--- config.mk ---
export PLATFORM = sky130hd
export DESIGN_NAME = intf_flat
export DESIGN_NICKNAME = d
export VERILOG_FILES = /design/src/rtl/intf_if.sv /design/src/rtl/intf.sv /design/src/flat_wrapper.sv
export SDC_FILE = /design/constraint.sdc
export NUM_CORES = 1
export LEC_CHECK = 0
export ABC_CLOCK_PERIOD_IN_PS = 5400
export CORE_MARGIN = 4
export CORE_UTILIZATION = 40
export CTS_CLUSTER_SIZE = 40
export DETAILED_ROUTE_END_ITERATION = 8
export GPL_TIMING_DRIVEN = 0
export PLACE_DENSITY = 0.91
export SYNTH_ARGS = -nofsm -noshare
export SYNTH_HDL_FRONTEND = slang
export SYNTH_SLANG_ARGS = --single-unit
export TNS_END_PERCENT = 30
--- constraint.sdc ---
create_clock -name clk -period 5.4 [get_ports clk]
set_input_delay 1.08 -clock clk [delete_from_list [all_inputs] [get_ports clk]]
set_output_delay 1.08 -clock clk [all_outputs]
set_load 0.005 [all_outputs]
--- src/rtl/intf_if.sv ---
// intf_if: producer/consumer FIFO port bundle; slave modport is the FIFO side, master the driving side.
interface intf_if #(parameter int DEPTH = 4) ();
    logic                       in_valid;
    logic                       in_data;
    logic                       in_ready;
    logic                       out_pop;
    logic                       val;
    logic [$clog2(DEPTH+1)-1:0] level;
    logic                       full;
    logic                       empty;
    logic [31:0]                param_id;
    logic [7:0]                 change_cnt;
    modport slave (input in_valid, in_data, out_pop,
                   output in_ready, val, level, full, empty, param_id, change_cnt);
    modport master (output in_valid, in_data, out_pop,
                    input in_ready, val, level, full, empty, param_id, change_cnt);
endinterface

--- src/rtl/intf.sv ---
// intf: 1-bit FIFO feeding a registered val output with a 1-cycle pop latency.
// Macro INTF_CHANGE_CNT_EN builds the saturating val-change counter; otherwise change_cnt is 0.
module intf #(
    parameter logic [31:0] PARAM = 32'd0,
    parameter int          DEPTH = 4
) (
    input logic   clk,
    input logic   rst_n,
    intf_if.slave bus
);
    localparam int AW = $clog2(DEPTH);
    localparam int LW = $clog2(DEPTH + 1);
    localparam logic [AW-1:0] LAST = AW'(DEPTH - 1);
    localparam logic [LW-1:0] FULL_LVL = LW'(DEPTH);

    logic [DEPTH-1:0] mem_q, mem_d;
    logic [AW-1:0]    rd_q, rd_d, wr_q, wr_d;
    logic [LW-1:0]    level_q, level_d;
    logic             val_q, val_d;
    logic             full, empty, push, pop;

    // Flags come only from level_q, so in_valid/out_pop never reach them combinationally.
    assign full  = level_q == FULL_LVL;
    assign empty = level_q == '0;
    assign push  = bus.in_valid && !full;
    assign pop   = bus.out_pop && !empty;

    always_comb begin
        mem_d = mem_q;
        if (push) mem_d[wr_q] = bus.in_data;
        wr_d    = push ? (wr_q == LAST ? '0 : wr_q + 1'b1) : wr_q;
        rd_d    = pop ? (rd_q == LAST ? '0 : rd_q + 1'b1) : rd_q;
        level_d = level_q + LW'(push) - LW'(pop);
        val_d   = pop ? mem_q[rd_q] : val_q;
    end

    always_ff @(posedge clk) mem_q <= mem_d;

    always_ff @(posedge clk or negedge rst_n) begin
        if (!rst_n) begin
            rd_q    <= '0;
            wr_q    <= '0;
            level_q <= '0;
            val_q   <= PARAM[0];
        end else begin
            rd_q    <= rd_d;
            wr_q    <= wr_d;
            level_q <= level_d;
            val_q   <= val_d;
        end
    end

`ifdef INTF_CHANGE_CNT_EN
    logic [7:0] cnt_q, cnt_d;

    always_comb cnt_d = (pop && mem_q[rd_q] != val_q && cnt_q != 8'hff) ? cnt_q + 8'd1 : cnt_q;

    always_ff @(posedge clk or negedge rst_n) begin
        if (!rst_n) cnt_q <= '0;
        else        cnt_q <= cnt_d;
    end

    assign bus.change_cnt = cnt_q;
`else
    assign bus.change_cnt = 8'd0;
`endif

    assign bus.in_ready = !full;
    assign bus.val      = val_q;
    assign bus.level    = level_q;
    assign bus.full     = full;
    assign bus.empty    = empty;
    assign bus.param_id = PARAM;
endmodule

--- src/flat_wrapper.sv ---
// flat-port wrapper written by rule: the top's interface ports become plain ports
module intf_flat 
#(
    parameter logic [31:0] PARAM = 32'd0,
    parameter int          DEPTH = 4
)
  (clk, rst_n, bus_in_valid, bus_in_data, bus_out_pop, bus_in_ready, bus_val, bus_level, bus_full, bus_empty, bus_param_id, bus_change_cnt);
  intf_if #(.DEPTH(DEPTH)) bus_i ();
  input logic clk;
  input logic rst_n;
  input wire logic [$bits(bus_i.in_valid)-1:0] bus_in_valid;
  input wire logic [$bits(bus_i.in_data)-1:0] bus_in_data;
  input wire logic [$bits(bus_i.out_pop)-1:0] bus_out_pop;
  output wire logic [$bits(bus_i.in_ready)-1:0] bus_in_ready;
  output wire logic [$bits(bus_i.val)-1:0] bus_val;
  output wire logic [$bits(bus_i.level)-1:0] bus_level;
  output wire logic [$bits(bus_i.full)-1:0] bus_full;
  output wire logic [$bits(bus_i.empty)-1:0] bus_empty;
  output wire logic [$bits(bus_i.param_id)-1:0] bus_param_id;
  output wire logic [$bits(bus_i.change_cnt)-1:0] bus_change_cnt;
  assign bus_i.in_valid = bus_in_valid;
  assign bus_i.in_data = bus_in_data;
  assign bus_i.out_pop = bus_out_pop;
  assign bus_in_ready = bus_i.in_ready;
  assign bus_val = bus_i.val;
  assign bus_level = bus_i.level;
  assign bus_full = bus_i.full;
  assign bus_empty = bus_i.empty;
  assign bus_param_id = bus_i.param_id;
  assign bus_change_cnt = bus_i.change_cnt;
  intf #(.PARAM(PARAM), .DEPTH(DEPTH)) u_core (.clk(clk), .rst_n(rst_n), .bus(bus_i));
endmodule
# After elaboration in Yosys (flattened, before gate mapping)
# Cells that the tools add are included.
[totals] latch_bits=0 out_inout_bits=47 romBits=0 mem_bits_rw=0 input_bits=5 word_cells=28 n_memories=0 reg_bits=12
[classes] n_eq_ne=3 bitwise=0 n_reduce_logical=6 n_addsub=4 n_mul=0 mux=7 n_lt_le_gt_ge=3 shifts=0 n_div=0
[ops] op="$lt 2x3->1 const B" count=2
[ops] op="$add 2x1->2 const B" count=2
[ops] op="$bwmux 4" count=1
[ops] op="$eq 2x2->1 const B" count=2
[ops] op="$mux 2" count=2
[ops] op="$add 3x1->3" count=1
[ops] op="$eq 3x3->1 const B" count=1
[ops] op="$logic_and 1x1->1" count=3
[ops] op="$logic_not 3->1" count=1
[ops] op="$sub 3x1->3" count=1
[ops] op="$bmux 1 s2" count=1
[ops] op="$demux 1 s2" count=1
[ops] op="$ge 2x1->1 const B" count=1
[ops] op="$logic_not 1->1" count=2
[ops] op="$mux 1" count=2

# Depth between registers and ports, before layout
# Gate-level depths: netlist (run 1).
[depth] ltp_word=5 ltp_mapped=10 depth_no_buf=9

# Worst setup path after synthesis (run 1)
# Ideal clock, no wire load.
[synth_timing] path_kind="in2reg" from="input port bus_out_pop" to="register u_core.level_q[2], in the netlist u_core.bus.level[2]" stages=9 path_slack_ns=2.959 t_required_ns=5.268 arrival_ns=2.309 setup_time_ns=0.132 n_path_buf=0 path_cell_list="o31ai_4 -> inv_1 -> ha_1 -> inv_1 -> ha_1 -> inv_1 -> fa_1 -> xnor2_1 -> xnor2_1"
[synth_via] elab_chain_len=2
[synth_lines] item="from (decl)" line_no="flat_wrapper.sv:13" source="input wire logic [$bits(bus_i.out_pop)-1:0] bus_out_pop;"
[synth_lines] item="$logic_and 1x1->1" line_no="intf.sv:26" source="assign pop = bus.out_pop && !empty;"
[synth_lines] item="net u_core.pop" line_no="intf.sv:20" source="logic full, empty, push, pop;"
[synth_lines] item="$sub 3x1->3" line_no="intf.sv:33" source="level_d = level_q + LW'(push) - LW'(pop);"
[synth_lines] item="net u_core.level_d[2]" line_no="intf.sv:18" source="logic [LW-1:0] level_q, level_d;"
[synth_lines] item="to (signal assigned)" line_no="intf.sv:48" source="level_q <= level_d;"
[synth_lines] item="to (decl)" line_no="intf.sv:18"
# The timed path passes the listed nets, and every way through them passes these cells.
# A chain may end at the register's enable or synchronous reset.

# Worst setup path in the final report (run 1)
# Same ends and word-level chain as after synthesis.

==> flow_summary_export.csv, run 1 <==
group,metric,value,unit
cts,post_cts_buffers,0,
cts,cts_sinks,12,
grt,antenna_found_initial,0,
floorplan,fp.dieH,56.98,microns
cts,cts_tree,"built",
run,maxCapViolCount,0,
logic_synthesis,ys.warnings.count,0,
placed_design,dp_hpwl,1332,microns
cts,cts_root_buf,"clkbuf_4",
placed_design,finalWeightedCongestion,0.6643,
logic_synthesis,ys_ff_latch,12,
finish,area_delta_synth_final,32.72,%
logic_synthesis,synth_cell_types,21,
floorplan,boundaryPins,52,
grt,grt_max_degree,9,
finish,num_antenna_cells,0,
drt,drtIter0Drc,2,
finish,layout.nets,157,
logic_synthesis,synth_top_cell_by_area,"buf_4",
grt,grt_pass1_vias,551,
setup_path,worst_setup_path_end_kind,"flop",
cts,cts_made_buffers,3,
timing,hold_viol,0,
drt,drc,0,
grt,grt_pass1_wl,2332,microns
cts,insertion_delay,0.27,ns
floorplan,start_util,42.56,%
floorplan,rows,17,
cts,cts_resized,0,
timing,finalSetupViolCount,0,
drt,viasPerCell,3.494,
drt,drt_pass1_iterations,3,
setup_path,crit_fanout,5,
timing,min_period,2.770,ns
floorplan,coreArea,0.002255,sq mm
power,power_per_cell_area,375.8,mW/mm^2
finish,drive_above_1_share,40.85,%
cts,cts_hold_buffers,0,
power,peakVddDrop,0.2040,mV
setup_path,criticalPathCategory,"in2reg",
logic_synthesis,syn_area,959.7,sq um
timing,rsz0062_at_grt,"no",
drt,wl_per_cell,8.729,microns
grt,grt_use_total,9.423,%
placed_design,portBuffers,11,
drt,drt-total-wl,1484,microns
floorplan,die_w,56.98,microns
setup_path,cp.required,5.59,ns
timing,timing.fmax,0.3611,GHz
logic_synthesis,yosys.area.top_type_share,31.29,%
logic_synthesis,syn_avg_cell_area,10.78,sq um
timing,fin_crit_sh,51.29,%
timing,final_max_slew_viol_count,0,
cts,htreeDepth,1,
drt,via_count,594,
logic_synthesis,syn_inst,89,
floorplan,die_area,0.003247,sq mm
logic_synthesis,ys_seq_area_share,33.38,%
cts,cts_buffer_depth,2,
drt,antenna_left,0,
grt,grt.overflow.total,0,
cts,clkTransAtPathRegs,0.07,ns
logic_synthesis,ys_top_cells_by_area,"buf_4 31%, dfrtp_1 21%, edfxtp_1 13%",
timing,fin_tns_setup,0,ns
power,cellLeakagePower,0.7171,nW
timing,fin_skew,0.002752,ns
status,status,"finished, final reports clean",
setup_path,crit_arrival,2.96,ns
finish,final_util,56.49,%
setup_path,start_kind,"input port",
timing,holdWs,0.5273,ns
min_path,hp-class,"reg2reg",
==> placed cells by master (no fill, tap or decap), types with 2 or more instances in the layout <==
master and count:
mux2_4 2, dfrtp_1 8, and2_2 4, conb_1 40
xnor2_1 2, inv_1 7, clkbuf_4 3, buf_4 40
ha_1 7, mux2_2 2, edfxtp_1 4, clkdlybuf4s50_1 11
nor3_1 2
==> area by class of cell <==
cell class | count | area [sq um]
plain buffers | 41 | 311.5
clock buffers | 3 | 22.52
fillers | 208 | 980.9
inverters | 8 | 30.03
multi-input cells | 67 | 444.2
flip-flops and latches | 12 | 320.3
well taps | 28 | 35.03
repair buffers | 11 | 110.1
==> synthesized netlist by cell type <==
| cell type | n |
|---|---|
| and2_2 | 4 |
| mux2_4 | 2 |
| nand2_2 | 1 |
| conb_1 | 1 |
| mux4_2 | 1 |
| buf_6 | 1 |
| fa_1 | 1 |
| inv_2 | 1 |
| dfrtp_1 | 8 |
| nor2_2 | 1 |
| nor2_1 | 1 |
| nor3_1 | 2 |
| buf_4 | 40 |
| o31ai_4 | 1 |
| edfxtp_1 | 4 |
| ha_1 | 7 |
| a21o_1 | 1 |
| mux2_2 | 2 |
| xnor2_1 | 2 |
| nor2b_2 | 1 |
| inv_1 | 7 |
==> power by group <==
part           switching [mW]  total, mW  internal [mW]
Combinational          0.0904      0.242          0.152
Sequential             0.0476      0.182          0.134
Clock                  0.0291     0.0549         0.0258
Total                   0.167      0.479          0.312
==> critical path, stage by stage <==
cell	delay (ns)
clkdlybuf4s50_1	0.45
o31ai_4	0.10
inv_1	0.08
ha_1	0.27
inv_1	0.05
ha_1	0.13
inv_1	0.05
fa_1	0.39
xnor2_1	0.20
xnor2_1	0.14
==> sequential cells by signal, summed over array words and instances, names as in the netlist <==
name and flops:
u_core.wr_q 2, u_core.bus.val 1, u_core.mem_q 4, u_core.rd_q 2
u_core.bus.level 3
==> worst paths after layout <==
check	slack, ns	cells past startpoint	end	from
setup / recovery	2.63	10	u_core.bus.level[2]	bus_out_pop
hold / removal	0.53	1	u_core.bus.val	u_core.bus.val
setup reg to reg	3.13	9	u_core.bus.level[2]	u_core.bus.level[1]
hold reg to reg	0.53	1	u_core.bus.val	u_core.bus.val
max in group asynchronous	4.02	1	u_core.rd_q[1]	rst_n
min in group asynchronous	1.10	1	u_core.bus.level[1]	rst_n
==> through the flow <==
stage | instances | total power [mW] | worst slack, ns | instance area (sq um)
after global placement | 167 | 0.4046 | 2.428 | 1251
after detailed placement | 167 | 0.4298 | 2.334 | 1251
after global routing | 170 | 0.5220 | 2.544 | 1274
final | 170 | 0.4787 | 2.630 | 1274
after floorplan | 128 | 0.3404 | 2.959 | 1106
after CTS | 170 | 0.4874 | 2.609 | 1274
==> kinds of logic after synthesis <==
family / Yosys count / synth area share [%]
XOR/XNOR: 2 / 1.826
multiplexers: 5 / 7.822
AO/OA/AOI/OAI: 2 / 2.999
flip-flops: 12 / 33.38
buffers and inverters: 49 / 35.59
adder cells (fa/ha/maj): 8 / 11.21
other: 1 / 0.3908
AND/OR/NAND/NOR: 10 / 6.780
==> per-layer routing <==
layer | share of wire [%] | up-vias | GRT usage [%] | wire, microns
met5 | 0 | - | 0 | 0
li1 | - | 307 | - | -
met2 | 58 | 28 | 17.94 | 857
met1 | 31 | 257 | 7.994 | 454
met3 | 11 | 2 | 4.751 | 161
met4 | 0.74 | 0 | 4.305 | 11
(Power assumes the default switching activity.)
==> run 2, diff against run 1 <==
Settings changed: ABC_CLOCK_PERIOD_IN_PS 5400 to 2900, CORE_UTILIZATION 40 to 38, PLACE_DENSITY 0.91 to 0.88.
Clock period 5.4 ns to 2.9 ns, I/O delays scaled along.
==> flow_summary_export.csv, run 2 (synthesis gave the netlist of run 1 again) <==
group,metric,value,unit
grt,grt_max_degree,9,
drt,drtIter0Drc,2,
drt,viasPerCell,3.433,
setup_path,worstReg2RegStart,"u_core.bus.level[1]",
timing,rsz0062_at_grt,"no",
cts,post_cts_buffers,0,
drt,drc,0,
drt,via_count,587,
floorplan,coreArea,0.002297,sq mm
grt,antenna_found_initial,0,
min_path,hp-class,"reg2reg",
power,peakVddDrop,0.3884,mV
setup_path,rr_worst_depth,9,
status,status,"finished, final reports clean",
floorplan,boundaryPins,52,
finish,layout_common_cells,"40 x buf_4, 40 x conb_1, 11 x clkdlybuf4s50_1",
timing,final_max_slew_viol_count,0,
finish,area_delta_synth_final,33.12,%
cts,cts_tree,"built",
drt,drt_pass1_iterations,2,
setup_path,timing.rr.end,"u_core.bus.level[2]",
finish,num-fill-cells,215,
timing,fin_crit_sh,76.96,%
floorplan,start_util,41.78,%
grt,grt_pass1_vias,519,
timing,timing.fmax,0.4481,GHz
floorplan,die_w,58.26,microns
min_path,hold_path_depth,1,
timing,min_period,2.232,ns
grt,grt_use_total,8.676,%
drt,drt-total-wl,1461,microns
finish,largest_reg_flops,4,
drt,antenna_left,0,
cts,cts_hold_buffers,0,
setup_path,start_kind,"flop",
grt,grt.overflow.total,0,
setup_path,cp-startpoint,"u_core.bus.level[1]",
floorplan,die_area,0.003394,sq mm
drt,wl_per_cell,8.544,microns
cts,htreeDepth,1,
setup_path,crit_arrival,2.38,ns
min_path,hold_start,"u_core.bus.val",
cts,cts_buffer_depth,2,
timing,hold_viol,0,
cts,cts_root_buf,"clkbuf_4",
finish,layout.nets,157,
placed_design,portBuffers,11,
floorplan,fp.dieH,58.26,microns
finish,largest-register,"u_core.mem_q",
setup_path,cp.required,3.05,ns
finish,fin_area,0.001277,sq mm
timing,finalSetupViolCount,0,
cts,cts_made_buffers,3,
power,cellLeakagePower,0.7187,nW
placed_design,finalWeightedCongestion,0.7040,
setup_path,worst_setup_path_end_kind,"flop",
power,power_per_cell_area,693.5,mW/mm^2
timing,fin_tns_setup,0,ns
min_path,holdPathEnd,"u_core.bus.val",
cts,clkTransAtPathRegs,0.07,ns
timing,fin_skew,0.001241,ns
finish,drive_above_1_share,40.56,%
floorplan,rows,17,
finish,num_antenna_cells,0,
cts,cts_sinks,12,
run,maxCapViolCount,0,
grt,grt_pass1_wl,2194,microns
cts,cts_resized,0,
setup_path,r2r_setup_slack,0.67,ns
cts,insertion_delay,0.27,ns
setup_path,crit_fanout,6,
placed_design,dp_hpwl,1317,microns
power,finalPower,885.9,uW
placed_design,placed_area,0.001251,sq mm
setup_path,criticalPathCategory,"reg2reg",
==> run 2: cell count changes in the layout (fill, tap and decap cells not counted), sizes merged <==
cell / change
clkinv: +1
==> run 2: how the worst max path moves through the flow <==
stage,end,cells past startpoint
final,u_core.bus.level[2],9
after global routing,u_core.bus.level[2],9
after CTS,u_core.bus.level[2],9
after detailed placement,u_core.bus.level[2],10
after global placement,u_core.bus.level[2],10
after floorplan,u_core.bus.level[2],9
==> run 2: area by class of cell <==
cell class	count	area [sq um]	share of cell area, %
clock inverters	1	3.754	0.2938
plain buffers	41	311.5	24.39
well taps	28	35.03	2.742
multi-input cells	67	444.2	34.77
clock buffers	3	22.52	1.763
flip-flops and latches	12	320.3	25.07
repair buffers	11	110.1	8.619
inverters	8	30.03	2.351
==> run 2: worst max-delay path, stage by stage (launching register included) <==
cell and delay, ns:
dfrtp_1 0.49, o31ai_4 0.39, inv_1 0.08, ha_1 0.27, inv_1 0.06, ha_1 0.13, inv_1 0.05, fa_1 0.37
xnor2_1 0.15, xnor2_1 0.14
==> run 2: through the flow <==
| stage | util [%] | std cells | setup WS [ns] | hold slack [ns] |
|---|---|---|---|---|
| 6_report | 55.61 | 171 | 0.6682 | 0.5157 |
| 5_1_grt | 55.61 | 171 | 0.5242 | 0.5393 |
| 4_1_cts | 55.61 | 171 | 0.6442 | 0.5190 |
| 3_5_place_dp | 54.47 | 167 | 0.3698 | 0.5023 |
| 3_3_place_gp | 54.47 | 167 | 0.4410 | 0.4871 |
| 2_1_floorplan | - | 128 | 0.7943 | 0.2844 |
==> run 2: routing by layer <==
metal	vias up	share of wire, %	GRT usage [%]	wire, microns
li1	306	-	-	-
met5	-	0	0	0
met2	28	57	17.10	832
met1	249	30	7.367	435
met3	4	11	2.895	163
met4	0	2.1	4.967	30
==> run 2: power by group <==
part | leakage, nW | internal, mW | switching [mW]
clock network | 0.0154 | 0.0498 | 0.0551
logic | 0.572 | 0.278 | 0.162
registers | 0.131 | 0.250 | 0.0908
==> run 3, diff against run 2 <==
Settings changed: ABC_CLOCK_PERIOD_IN_PS 2900 to 2000, CORE_UTILIZATION 38 to 35, PLACE_DENSITY 0.88 to 0.85.
Clock period 2.9 ns to 2 ns, I/O delays scaled along.
==> flow_summary_export.csv, run 3 (synthesis gave the netlist of run 1 again) <==
group,metric,value,unit
status,status,"finished with violations",
status,violations,"negative setup slack",
floorplan,coreArea,0.002545,sq mm
grt,grt_pass1_wl,2642,microns
finish,final_common_cell,"buf_4",
cts,cts_hold_buffers,0,
setup_path,rr_worst_depth,9,
run,maxCapViolCount,0,
cts,clkTransAtPathRegs,0.08,ns
timing,hold_viol,0,
cts,insertion_delay,0.26,ns
grt,grt.overflow.total,0,
finish,drive_above_1_share,50.00,%
setup_path,crit_chain,"o31ai_4 -> inv_2 -> ha_4 -> inv_2 -> ha_4 -> inv_2 -> fa_2 -> xnor2_2 -> xnor2_1",
cts,htreeDepth,1,
timing,fin_skew,0.006321,ns
timing,final_max_slew_viol_count,0,
drt,drc,0,
grt,grt_pass1_vias,586,
setup_path,cp.required,2.15,ns
setup_path,r2r_setup_slack,-0.02,ns
finish,layout.nets,164,
cts,cts_tree,"built",
setup_path,path_common_cell,"inv_2",
setup_path,timing.rr.end,"u_core.bus.level[2]",
floorplan,boundaryPins,52,
finish,layout_common_cells,"47 x buf_4, 40 x conb_1, 9 x clkdlybuf4s50_1",
placed_design,portBuffers,11,
cts,cts_root_buf,"clkbuf_4",
drt,antenna_left,0,
placed_design,placedCellCount,169,
floorplan,start_util,37.71,%
placed_design,dp_hpwl,1421,microns
drt,via_count,613,
floorplan,fp.dieH,60.37,microns
drt,viasPerCell,3.406,
cts,cts_made_buffers,3,
floorplan,die_w,60.37,microns
setup_path,slowest_delay,0.43,ns
setup_path,path_buf_inv,3,
drt,drt_pass1_iterations,2,
drt,wl_per_cell,10.31,microns
setup_path,crit_arrival,2.17,ns
timing,setup_slack,-0.02464,ns
setup_path,worstReg2RegStart,"u_core.bus.level[2]",
power,peakVddDrop,0.6144,mV
finish,final_util,53.93,%
power,power_per_cell_area,1110,mW/mm^2
drt,drtIter0Drc,6,
grt,antenna_found_initial,0,
finish,num_antenna_cells,0,
finish,largest_reg_flops,4,
setup_path,start_kind,"flop",
timing,fin_crit_sh,101.2,%
finish,stdcell_count,180,
setup_path,worst_setup_path_end_kind,"flop",
timing,finalSetupViolCount,1,
cts,cts_sinks,12,
finish,area_delta_synth_final,43.03,%
setup_path,criticalPathCategory,"reg2reg",
timing,min_period,2.025,ns
timing,timing.fmax,0.4939,GHz
timing,rsz0062_at_grt,"yes",
power,cellLeakagePower,0.7717,nW
drt,drt-total-wl,1855,microns
placed_design,dp_slack,-0.3183,ns
floorplan,die_area,0.003644,sq mm
min_path,hp-class,"in2async",
cts,cts_buffer_depth,2,
setup_path,crit_family,"adder cells",
placed_design,finalWeightedCongestion,0.6715,
setup_path,crit_slowest_cell,"dfrtp_2",
floorplan,rows,18,
setup_path,crit_fanout,2,
timing,fin_tns_setup,-0.02464,ns
power,finalPower,1.524,mW
grt,grt_use_total,10.33,%
finish,largest-register,"u_core.mem_q",
grt,grt_max_degree,9,
[run 3: changes by cell type in the layout (fill, tap and decap cells not counted), sizes merged]
cell           change
dlygate4sd2        +1
clkdlybuf4s50      -2
buf                +7
dlymetal6s2s       +1
[run 3: repair_timing]
item | CTS | global route
cloned | 0 | 0
setup endpoints to repair | 2 | 3
gates resized for setup | 4 | 7
buffers inserted | 6 | 1
pin swaps | 1 | 5
[run 3: where the power goes]
group / internal [mW] / switching [mW] / leakage, nW
registers: 0.369 / 0.0956 / 0.128
clock network: 0.0720 / 0.0777 / 0.0154
logic: 0.543 / 0.367 / 0.628
[run 3: layer usage]
layer	vias up	wire length [microns]	global-route usage (%)
met5	-	0	0
met4	0	0	2.848
met3	0	185	3.404
met2	28	1154	21.76
met1	266	515	8.924
li1	319	-	-
[run 3: stage by stage]
step	cell area (sq um)	hold slack, ns
floorplan	1110	0.1044
global placement	1257	0.4909
detailed placement	1257	0.5192
CTS	1338	0.4187
global route	1373	0.4412
finish	1373	0.4256
[run 3: final cells by class]
type / instances / area, sq um
Clock inverter: 1 / 3.754
Sequential cell: 12 / 324.1
Clock buffer: 3 / 22.52
Buffer: 41 / 311.5
Fill cell: 237 / 1172
Tap cell: 30 / 37.54
Timing Repair Buffer: 18 / 163.9
Multi-Input combinational cell: 67 / 479.2
Inverter: 8 / 30.03
[run 3: worst max path at each step]
stage | from | to | slack [ns] | cells after the start
6_report | u_core.bus.level[2] | u_core.bus.level[2] | -0.02 | 9
5_1_grt | u_core.bus.level[2] | u_core.bus.level[2] | -0.10 | 9
4_1_cts | u_core.bus.level[1] | u_core.bus.level[2] | -0.02 | 9
3_5_place_dp | bus_out_pop | u_core.bus.level[2] | -0.32 | 10
3_3_place_gp | bus_out_pop | u_core.bus.level[2] | -0.25 | 10
2_1_floorplan | u_core.bus.level[2] | u_core.bus.level[2] | -0.02 | 9
